## src/rtl/if_fetch_unit_pkg.sv

```systemverilog
// Shared definitions for the IF-stage fetch unit: FSM encodings, reset defaults
// and the PC increment helper.
package if_fetch_unit_pkg;

    localparam logic [31:0] RESET_PC_DEF  = 32'h0000_3000;
    localparam logic [31:0] NOP_INSTR_DEF = 32'h0000_0000;

    typedef enum logic [1:0] {
        FS_IDLE = 2'b00,
        FS_WAIT = 2'b01,
        FS_DROP = 2'b10
    } fs_state_e;

    // Plain 32-bit wrap; no alignment check.
    function automatic logic [31:0] pc_plus4(input logic [31:0] pc);
        return pc + 32'd4;
    endfunction

endpackage

```

## src/rtl/if_fetch_unit_if.sv

```systemverilog
// Instruction-memory request/response channel between the fetch unit (master)
// and the instruction memory (slave). At most one request is outstanding.
interface if_fetch_unit_if;

    logic        imem_req_valid;
    logic        imem_req_ready;
    logic [31:0] imem_addr;
    logic        imem_rsp_valid;
    logic [31:0] imem_rsp_data;

    modport master (
        output imem_req_valid,
        output imem_addr,
        input  imem_req_ready,
        input  imem_rsp_valid,
        input  imem_rsp_data
    );

    modport slave (
        input  imem_req_valid,
        input  imem_addr,
        output imem_req_ready,
        output imem_rsp_valid,
        output imem_rsp_data
    );

endinterface

```

## src/rtl/if_fetch_unit_if_id_reg.sv

```systemverilog
// IF/ID pipeline register with a 1-entry skid buffer that catches a response
// arriving while ID is stalled.
module if_id_reg #(
    parameter logic [31:0] NOP_INSTR = 32'h0000_0000
) (
    input  logic        clk,
    input  logic        rst,
    input  logic        flush,
    input  logic        stall,
    input  logic        rsp_load,
    input  logic [31:0] rsp_instr,
    input  logic [31:0] rsp_pcadd4,
    output logic        id_valid,
    output logic [31:0] id_instr,
    output logic [31:0] id_pcadd4,
    output logic        buf_valid
);

    logic [31:0] buf_instr;
    logic [31:0] buf_pcadd4;

    always_ff @(posedge clk) begin
        if (rst) begin
            // NOTE: the buffer payload is reset along with its valid bit; it is a
            // single register pair, not a RAM, so the reset costs nothing and keeps X out.
            buf_valid  <= 1'b0;
            buf_instr  <= NOP_INSTR;
            buf_pcadd4 <= '0;
            id_valid   <= 1'b0;
            id_instr   <= NOP_INSTR;
            id_pcadd4  <= '0;
        end else if (flush) begin
            buf_valid <= 1'b0;
            id_valid  <= 1'b0;
            id_instr  <= NOP_INSTR;
        end else if (stall) begin
            // ID holds; only a fresh response may land, and only in the buffer.
            if (rsp_load) begin
                buf_valid  <= 1'b1;
                buf_instr  <= rsp_instr;
                buf_pcadd4 <= rsp_pcadd4;
            end
        end else if (buf_valid) begin
            id_valid  <= 1'b1;
            id_instr  <= buf_instr;
            id_pcadd4 <= buf_pcadd4;
            buf_valid <= 1'b0;
        end else if (rsp_load) begin
            id_valid  <= 1'b1;
            id_instr  <= rsp_instr;
            id_pcadd4 <= rsp_pcadd4;
        end else begin
            id_valid <= 1'b0;
            id_instr <= NOP_INSTR;
        end
    end

endmodule

```

## src/rtl/if_fetch_unit.sv

```systemverilog
// IF-stage fetch unit: owns the PC, issues one instruction fetch at a time and
// feeds the IF/ID register; redirects arrive through NextPC/IFFlush.
module if_fetch_unit
    import if_fetch_unit_pkg::*;
#(
    parameter logic [31:0] RESET_PC  = RESET_PC_DEF,
    parameter logic [31:0] NOP_INSTR = NOP_INSTR_DEF
) (
    input  logic                  clk,
    input  logic                  rst,
    input  logic [31:0]           NextPC,
    input  logic                  IFFlush,
    input  logic                  Stall,
    output logic [31:0]           PCAdd4,
    if_fetch_unit_if.master       imem,
    output logic                  ID_Valid,
    output logic [31:0]           ID_Instr,
    output logic [31:0]           ID_PCAdd4
);

    fs_state_e   state;
    logic [31:0] pc;
    logic [31:0] req_pc;
    logic        buf_valid;
    logic        req_fire;
    logic        rsp_load;

    // Issuing in the cycle a response returns gives one fetch per cycle on a
    // 1-cycle memory while still keeping a single request outstanding.
    assign imem.imem_req_valid = !rst && !IFFlush && !Stall && !buf_valid &&
                                 (state == FS_IDLE || imem.imem_rsp_valid);
    assign imem.imem_addr      = pc;
    assign req_fire            = imem.imem_req_valid && imem.imem_req_ready;
    assign rsp_load            = (state == FS_WAIT) && imem.imem_rsp_valid;
    assign PCAdd4              = pc_plus4(pc);

    always_ff @(posedge clk) begin
        if (rst) begin
            pc     <= RESET_PC;
            req_pc <= '0;
            state  <= FS_IDLE;
        end else if (IFFlush) begin
            pc <= NextPC;
            // A fetch still in flight must have its response thrown away.
            if (state != FS_IDLE && !imem.imem_rsp_valid) begin
                state <= FS_DROP;
            end else begin
                state <= FS_IDLE;
            end
        end else if (req_fire) begin
            req_pc <= pc;
            pc     <= NextPC;
            state  <= FS_WAIT;
        end else if (imem.imem_rsp_valid && state != FS_IDLE) begin
            state <= FS_IDLE;
        end
    end

    if_id_reg #(
        .NOP_INSTR (NOP_INSTR)
    ) u_ifid (
        .clk        (clk),
        .rst        (rst),
        .flush      (IFFlush),
        .stall      (Stall),
        .rsp_load   (rsp_load),
        .rsp_instr  (imem.imem_rsp_data),
        .rsp_pcadd4 (pc_plus4(req_pc)),
        .id_valid   (ID_Valid),
        .id_instr   (ID_Instr),
        .id_pcadd4  (ID_PCAdd4),
        .buf_valid  (buf_valid)
    );

endmodule

```

## src/flat_wrapper.sv

```systemverilog
// flat-port wrapper written by rule: the top's interface ports become plain ports
module if_fetch_unit_flat import if_fetch_unit_pkg::*;
#(
    parameter logic [31:0] RESET_PC  = RESET_PC_DEF,
    parameter logic [31:0] NOP_INSTR = NOP_INSTR_DEF
)
  (clk, rst, NextPC, IFFlush, Stall, PCAdd4, ID_Valid, ID_Instr, ID_PCAdd4, imem_imem_req_valid, imem_imem_addr, imem_imem_req_ready, imem_imem_rsp_valid, imem_imem_rsp_data);
  if_fetch_unit_if imem_i ();
  input  logic clk;
  input  logic rst;
  input  logic [31:0] NextPC;
  input  logic IFFlush;
  input  logic Stall;
  output logic [31:0] PCAdd4;
  output logic ID_Valid;
  output logic [31:0] ID_Instr;
  output logic [31:0] ID_PCAdd4;
  output wire logic [$bits(imem_i.imem_req_valid)-1:0] imem_imem_req_valid;
  output wire logic [$bits(imem_i.imem_addr)-1:0] imem_imem_addr;
  input wire logic [$bits(imem_i.imem_req_ready)-1:0] imem_imem_req_ready;
  input wire logic [$bits(imem_i.imem_rsp_valid)-1:0] imem_imem_rsp_valid;
  input wire logic [$bits(imem_i.imem_rsp_data)-1:0] imem_imem_rsp_data;
  assign imem_imem_req_valid = imem_i.imem_req_valid;
  assign imem_imem_addr = imem_i.imem_addr;
  assign imem_i.imem_req_ready = imem_imem_req_ready;
  assign imem_i.imem_rsp_valid = imem_imem_rsp_valid;
  assign imem_i.imem_rsp_data = imem_imem_rsp_data;
  if_fetch_unit #(.RESET_PC(RESET_PC), .NOP_INSTR(NOP_INSTR)) u_core (.clk(clk), .rst(rst), .NextPC(NextPC), .IFFlush(IFFlush), .Stall(Stall), .PCAdd4(PCAdd4), .imem(imem_i), .ID_Valid(ID_Valid), .ID_Instr(ID_Instr), .ID_PCAdd4(ID_PCAdd4));
endmodule
```

## config.mk

```make
export PLATFORM = sky130hd
export DESIGN_NAME = if_fetch_unit_flat
export DESIGN_NICKNAME = d
export VERILOG_FILES = /design/src/rtl/if_fetch_unit_pkg.sv /design/src/rtl/if_fetch_unit_if.sv /design/src/rtl/if_fetch_unit_if_id_reg.sv /design/src/rtl/if_fetch_unit.sv /design/src/flat_wrapper.sv
export SDC_FILE = /design/constraint.sdc
export NUM_CORES = 1
export LEC_CHECK = 0
export CORE_ASPECT_RATIO = 0.6
export CORE_MARGIN = 4
export CORE_UTILIZATION = 50
export CTS_BUF_LIST = sky130_fd_sc_hd__clkbuf_4 sky130_fd_sc_hd__clkbuf_8 sky130_fd_sc_hd__clkbuf_16
export DETAILED_ROUTE_END_ITERATION = 16
export MAX_ROUTING_LAYER = met4
export PLACE_DENSITY = 0.87
export REMOVE_ABC_BUFFERS = 1
export SYNTH_ARGS = -nofsm -noshare
export SYNTH_HDL_FRONTEND = slang
export SYNTH_SLANG_ARGS = --single-unit
```

## constraint.sdc

```tcl
create_clock -name clk -period 2.1 [get_ports clk]
set_input_delay 0.42 -clock clk [delete_from_list [all_inputs] [get_ports clk]]
set_output_delay 0.42 -clock clk [all_outputs]
set_load 0.1 [all_outputs]
```

==> results_dict.tcl <==
set metrics [dict create \
    run_status "complete, but fails checks" \
    violations "setup timing" \
    yosys_warnings 0 \
    diodes 0 \
    r2r-start "u_core.req_pc[3]" \
    cts_max_level 4 \
    numCtsBuffers 17 \
    drtIter0Drc 968 \
    drcViolationCount 0 \
    clkSinkCount 196 \
    setup_viol 26 \
    ant_nets 0 \
    gp_congestion 0.8714 \
    area_growth_pct 49.85 \
    min_path_cells 4 \
    p_leak_nw 5.155 \
    hold_buffers 0 \
    yosysTopAreaCell "dfxtp_1" \
    crit_required_ns 1.68 \
    max_cap_viol_count 0 \
    whs_ns 0.3127 \
    clock_path_buffers 2 \
    hpwl_mm 18.02 \
    layoutNonFillerInstCount 1501 \
    grt_usage 0.2819 \
    std_cell_rows 36 \
    yosys.area.top_type_share 0.4572 \
    worst_pin_slew_ns 0.4949 \
    synth_ff_type "dfxtp_1" \
    drive_gt1_frac 0.2930 \
    vdd_drop_max_v 0.0005917 \
    dr.pass1.iters 7 \
    grt_max_degree 67 \
    path_class "reg2out" \
    worst_setup_path_start_kind "register" \
    r2r_cells 8 \
    worstHoldStart "rst" \
    ys_seq_area_frac 0.4572 \
    r2r_end "u_core.u_ifid.id_pcadd4[24]" \
    wire_per_inst_um 18.48 \
    hold_class "in2reg" \
    clock_latency_ns 0.43 \
    wirelength_mm 27.74 \
    synthCells 1015 \
    endpoint_kind "output port" \
    vias_per_cell 5.757 \
    die_x_um 177.1 \
    dpl_cell_area_mm2 0.01144 \
    synth_edf_count 0 \
    slew_headroom 0.6670 \
    crit_path_max_fanout 5 \
    rsz0062_at_grt "yes" \
    grt_pass1_vias 8342 \
    io-pin-count 200 \
    period_needed_ns 2.747 \
    max_freq_mhz 364.0 \
    mostFrequentLayoutCell "dfxtp_1" \
    cts_root_buf "clkbuf_16" \
    worst_slack_ns -0.6470 \
    antenna_found_initial 0 \
    fin_util 0.7779 \
    p_per_area_mw_per_mm2 678.6 \
    synth_seq_cells 196 \
    period_share 1.308 \
    arrival_ns 2.33 \
    place_inst 1448 \
    async_flop_share 0 \
    synth.distinct_cells 58 \
    clkTransAtPathRegs_ns 0.08 \
    num_vias 8642 \
    clock_skew_ns 0.01407 \
    drv_slew 0 \
    fillerInstances 1043 \
    fin_nets 1332 \
    io_buffers 199 \
    final_cell_mix "dfxtp_1, buf_4, nand2_1" \
    initial_core_util 0.5191 \
    core_area_mm2 0.01653 \
    fp.dieH_um 109.5 \
    whs_endpoint "u_core.u_ifid.buf_valid" \
    fp.dieArea_mm2 0.01939 \
    synth_area_leaders "dfxtp_1, nand2_1, a21oi_1" \
    avgSynthCellArea_um2 8.455 \
    fin_area_mm2 0.01286 \
    cts_tree "yes" \
    hold_viol_final 0 \
    synth_area_mm2 0.008582 \
    reg2reg_slack_ns 0.06 \
    grt_pass1_wl_mm 43.01 \
    grt_overflow 0 \
]
cell usage after synthesis, types with 2 or more instances:
| cell type | number |
|---|---|
| nor4_2 | 4 |
| o21ai_0 | 8 |
| nand2_1 | 178 |
| and2_1 | 4 |
| a311oi_1 | 2 |
| a31oi_1 | 4 |
| xor2_1 | 14 |
| and3_1 | 16 |
| nand2b_1 | 3 |
| a211oi_1 | 23 |
| o31a_1 | 4 |
| nand4_1 | 14 |
| mux2i_1 | 32 |
| buf_4 | 3 |
| xnor2_1 | 38 |
| clkbuf_1 | 64 |
| nor4_4 | 2 |
| dfxtp_1 | 196 |
| a21oi_1 | 90 |
| inv_1 | 40 |
| nor3_2 | 2 |
| nor2_1 | 90 |
| o211a_1 | 2 |
| or3_1 | 5 |
| nand3b_1 | 2 |
| a21o_1 | 2 |
| a2111oi_0 | 33 |
| a211o_1 | 2 |
| o22ai_1 | 7 |
| o211ai_1 | 9 |
| nand3_1 | 30 |
| nor3_1 | 10 |
| clkbuf_2 | 2 |
| and4_1 | 5 |
| a211oi_2 | 3 |
| a221oi_1 | 33 |
| buf_2 | 14 |
| ha_1 | 2 |
| nor4_1 | 4 |
report_power, final:
group / leakage [nW] / switching (mW) / total [mW] / internal [mW]
registers: 1.59 / 0.0556 / 3.84 / 3.78
clock network: 0.283 / 1.53 / 3.25 / 1.72
logic: 3.28 / 1.10 / 1.64 / 0.541
total: 5.15 / 2.68 / 8.73 / 6.05
layer usage:
| metal | vias up | GRT usage | routed length, um |
|---|---|---|---|
| li1 | 4050 | - | - |
| met5 | - | - | 0 |
| met4 | 0 | 0.07064 | 437 |
| met1 | 4162 | 0.3818 | 12390 |
| met3 | 41 | 0.05670 | 2159 |
| met2 | 389 | 0.4389 | 12750 |
state kept, by name (all words and copies together), names as in the netlist:
name                      cells
u_core.u_ifid.id_pcadd4      32
u_core.state                  2
u_core.u_ifid.id_valid        1
u_core.u_ifid.buf_instr      32
u_core.req_pc                32
u_core.u_ifid.buf_valid       1
u_core.u_ifid.buf_pcadd4     32
u_core.imem.imem_addr        32
u_core.u_ifid.id_instr       32
final cells by class:
type,count,area (um^2),share of cell area
multi-input cells,694,4775,0.3713
flip-flops and latches,196,3939,0.3063
repair buffers,311,3126,0.2430
clock buffers,19,446.7,0.03473
well taps,228,285.3,0.02218
inverters,40,150.1,0.01168
clock inverters,13,138.9,0.01080
repair_timing:
item                       CTS  global route
pin swaps                   33            41
resized for setup           93            38
setup endpoints to repair   27            38
cloned                       0             0
setup buffers               10            17
worst max path at each step:
stage                     slack (ns)  depth (start not counted)                 startpoint                            to
after detailed placement       -0.28                          7  u_core.imem.imem_addr[13]                    PCAdd4[18]
after floorplan                -3.85                          3        imem_imem_rsp_valid  u_core.u_ifid.buf_pcadd4[10]
final                          -0.65                          8  u_core.imem.imem_addr[18]                    PCAdd4[29]
after global routing           -0.71                          8  u_core.imem.imem_addr[18]                    PCAdd4[29]
after global placement         -0.19                          6  u_core.imem.imem_addr[19]                    PCAdd4[26]
after CTS                      -0.55                          8  u_core.imem.imem_addr[19]                    PCAdd4[29]
worst max-delay path, cell delays in order (launching register included):
cell	delay, ns
dfxtp_2	0.37
nand4_1	0.15
or3_4	0.43
buf_6	0.14
nor3_4	0.14
buf_6	0.18
nand3_4	0.11
xnor2_4	0.18
buf_12	0.19
per-stage QoR:
stage          setup TNS [ns]  power (mW)  setup slack, ns
2_1_floorplan         -448.47       4.801           -3.845
3_3_place_gp           -1.959       5.440          -0.1940
3_5_place_dp           -5.458       5.457          -0.2761
4_1_cts                -9.281       8.691          -0.5527
5_1_grt                -13.49       8.995          -0.7077
6_report               -11.76       8.726          -0.6470
cells by family (layout without fill, tap and decap cells):
group	after synthesis	count (layout)	synth area share
compound gates	228	228	0.1827
mux	33	33	0.03864
simple gates	379	379	0.2063
flops	196	196	0.4572
xor+xnor	52	52	0.05307
fa+ha+maj	2	2	0.002915
buf+inv	125	383	0.05919
Power figures use the tool's default switching activity.
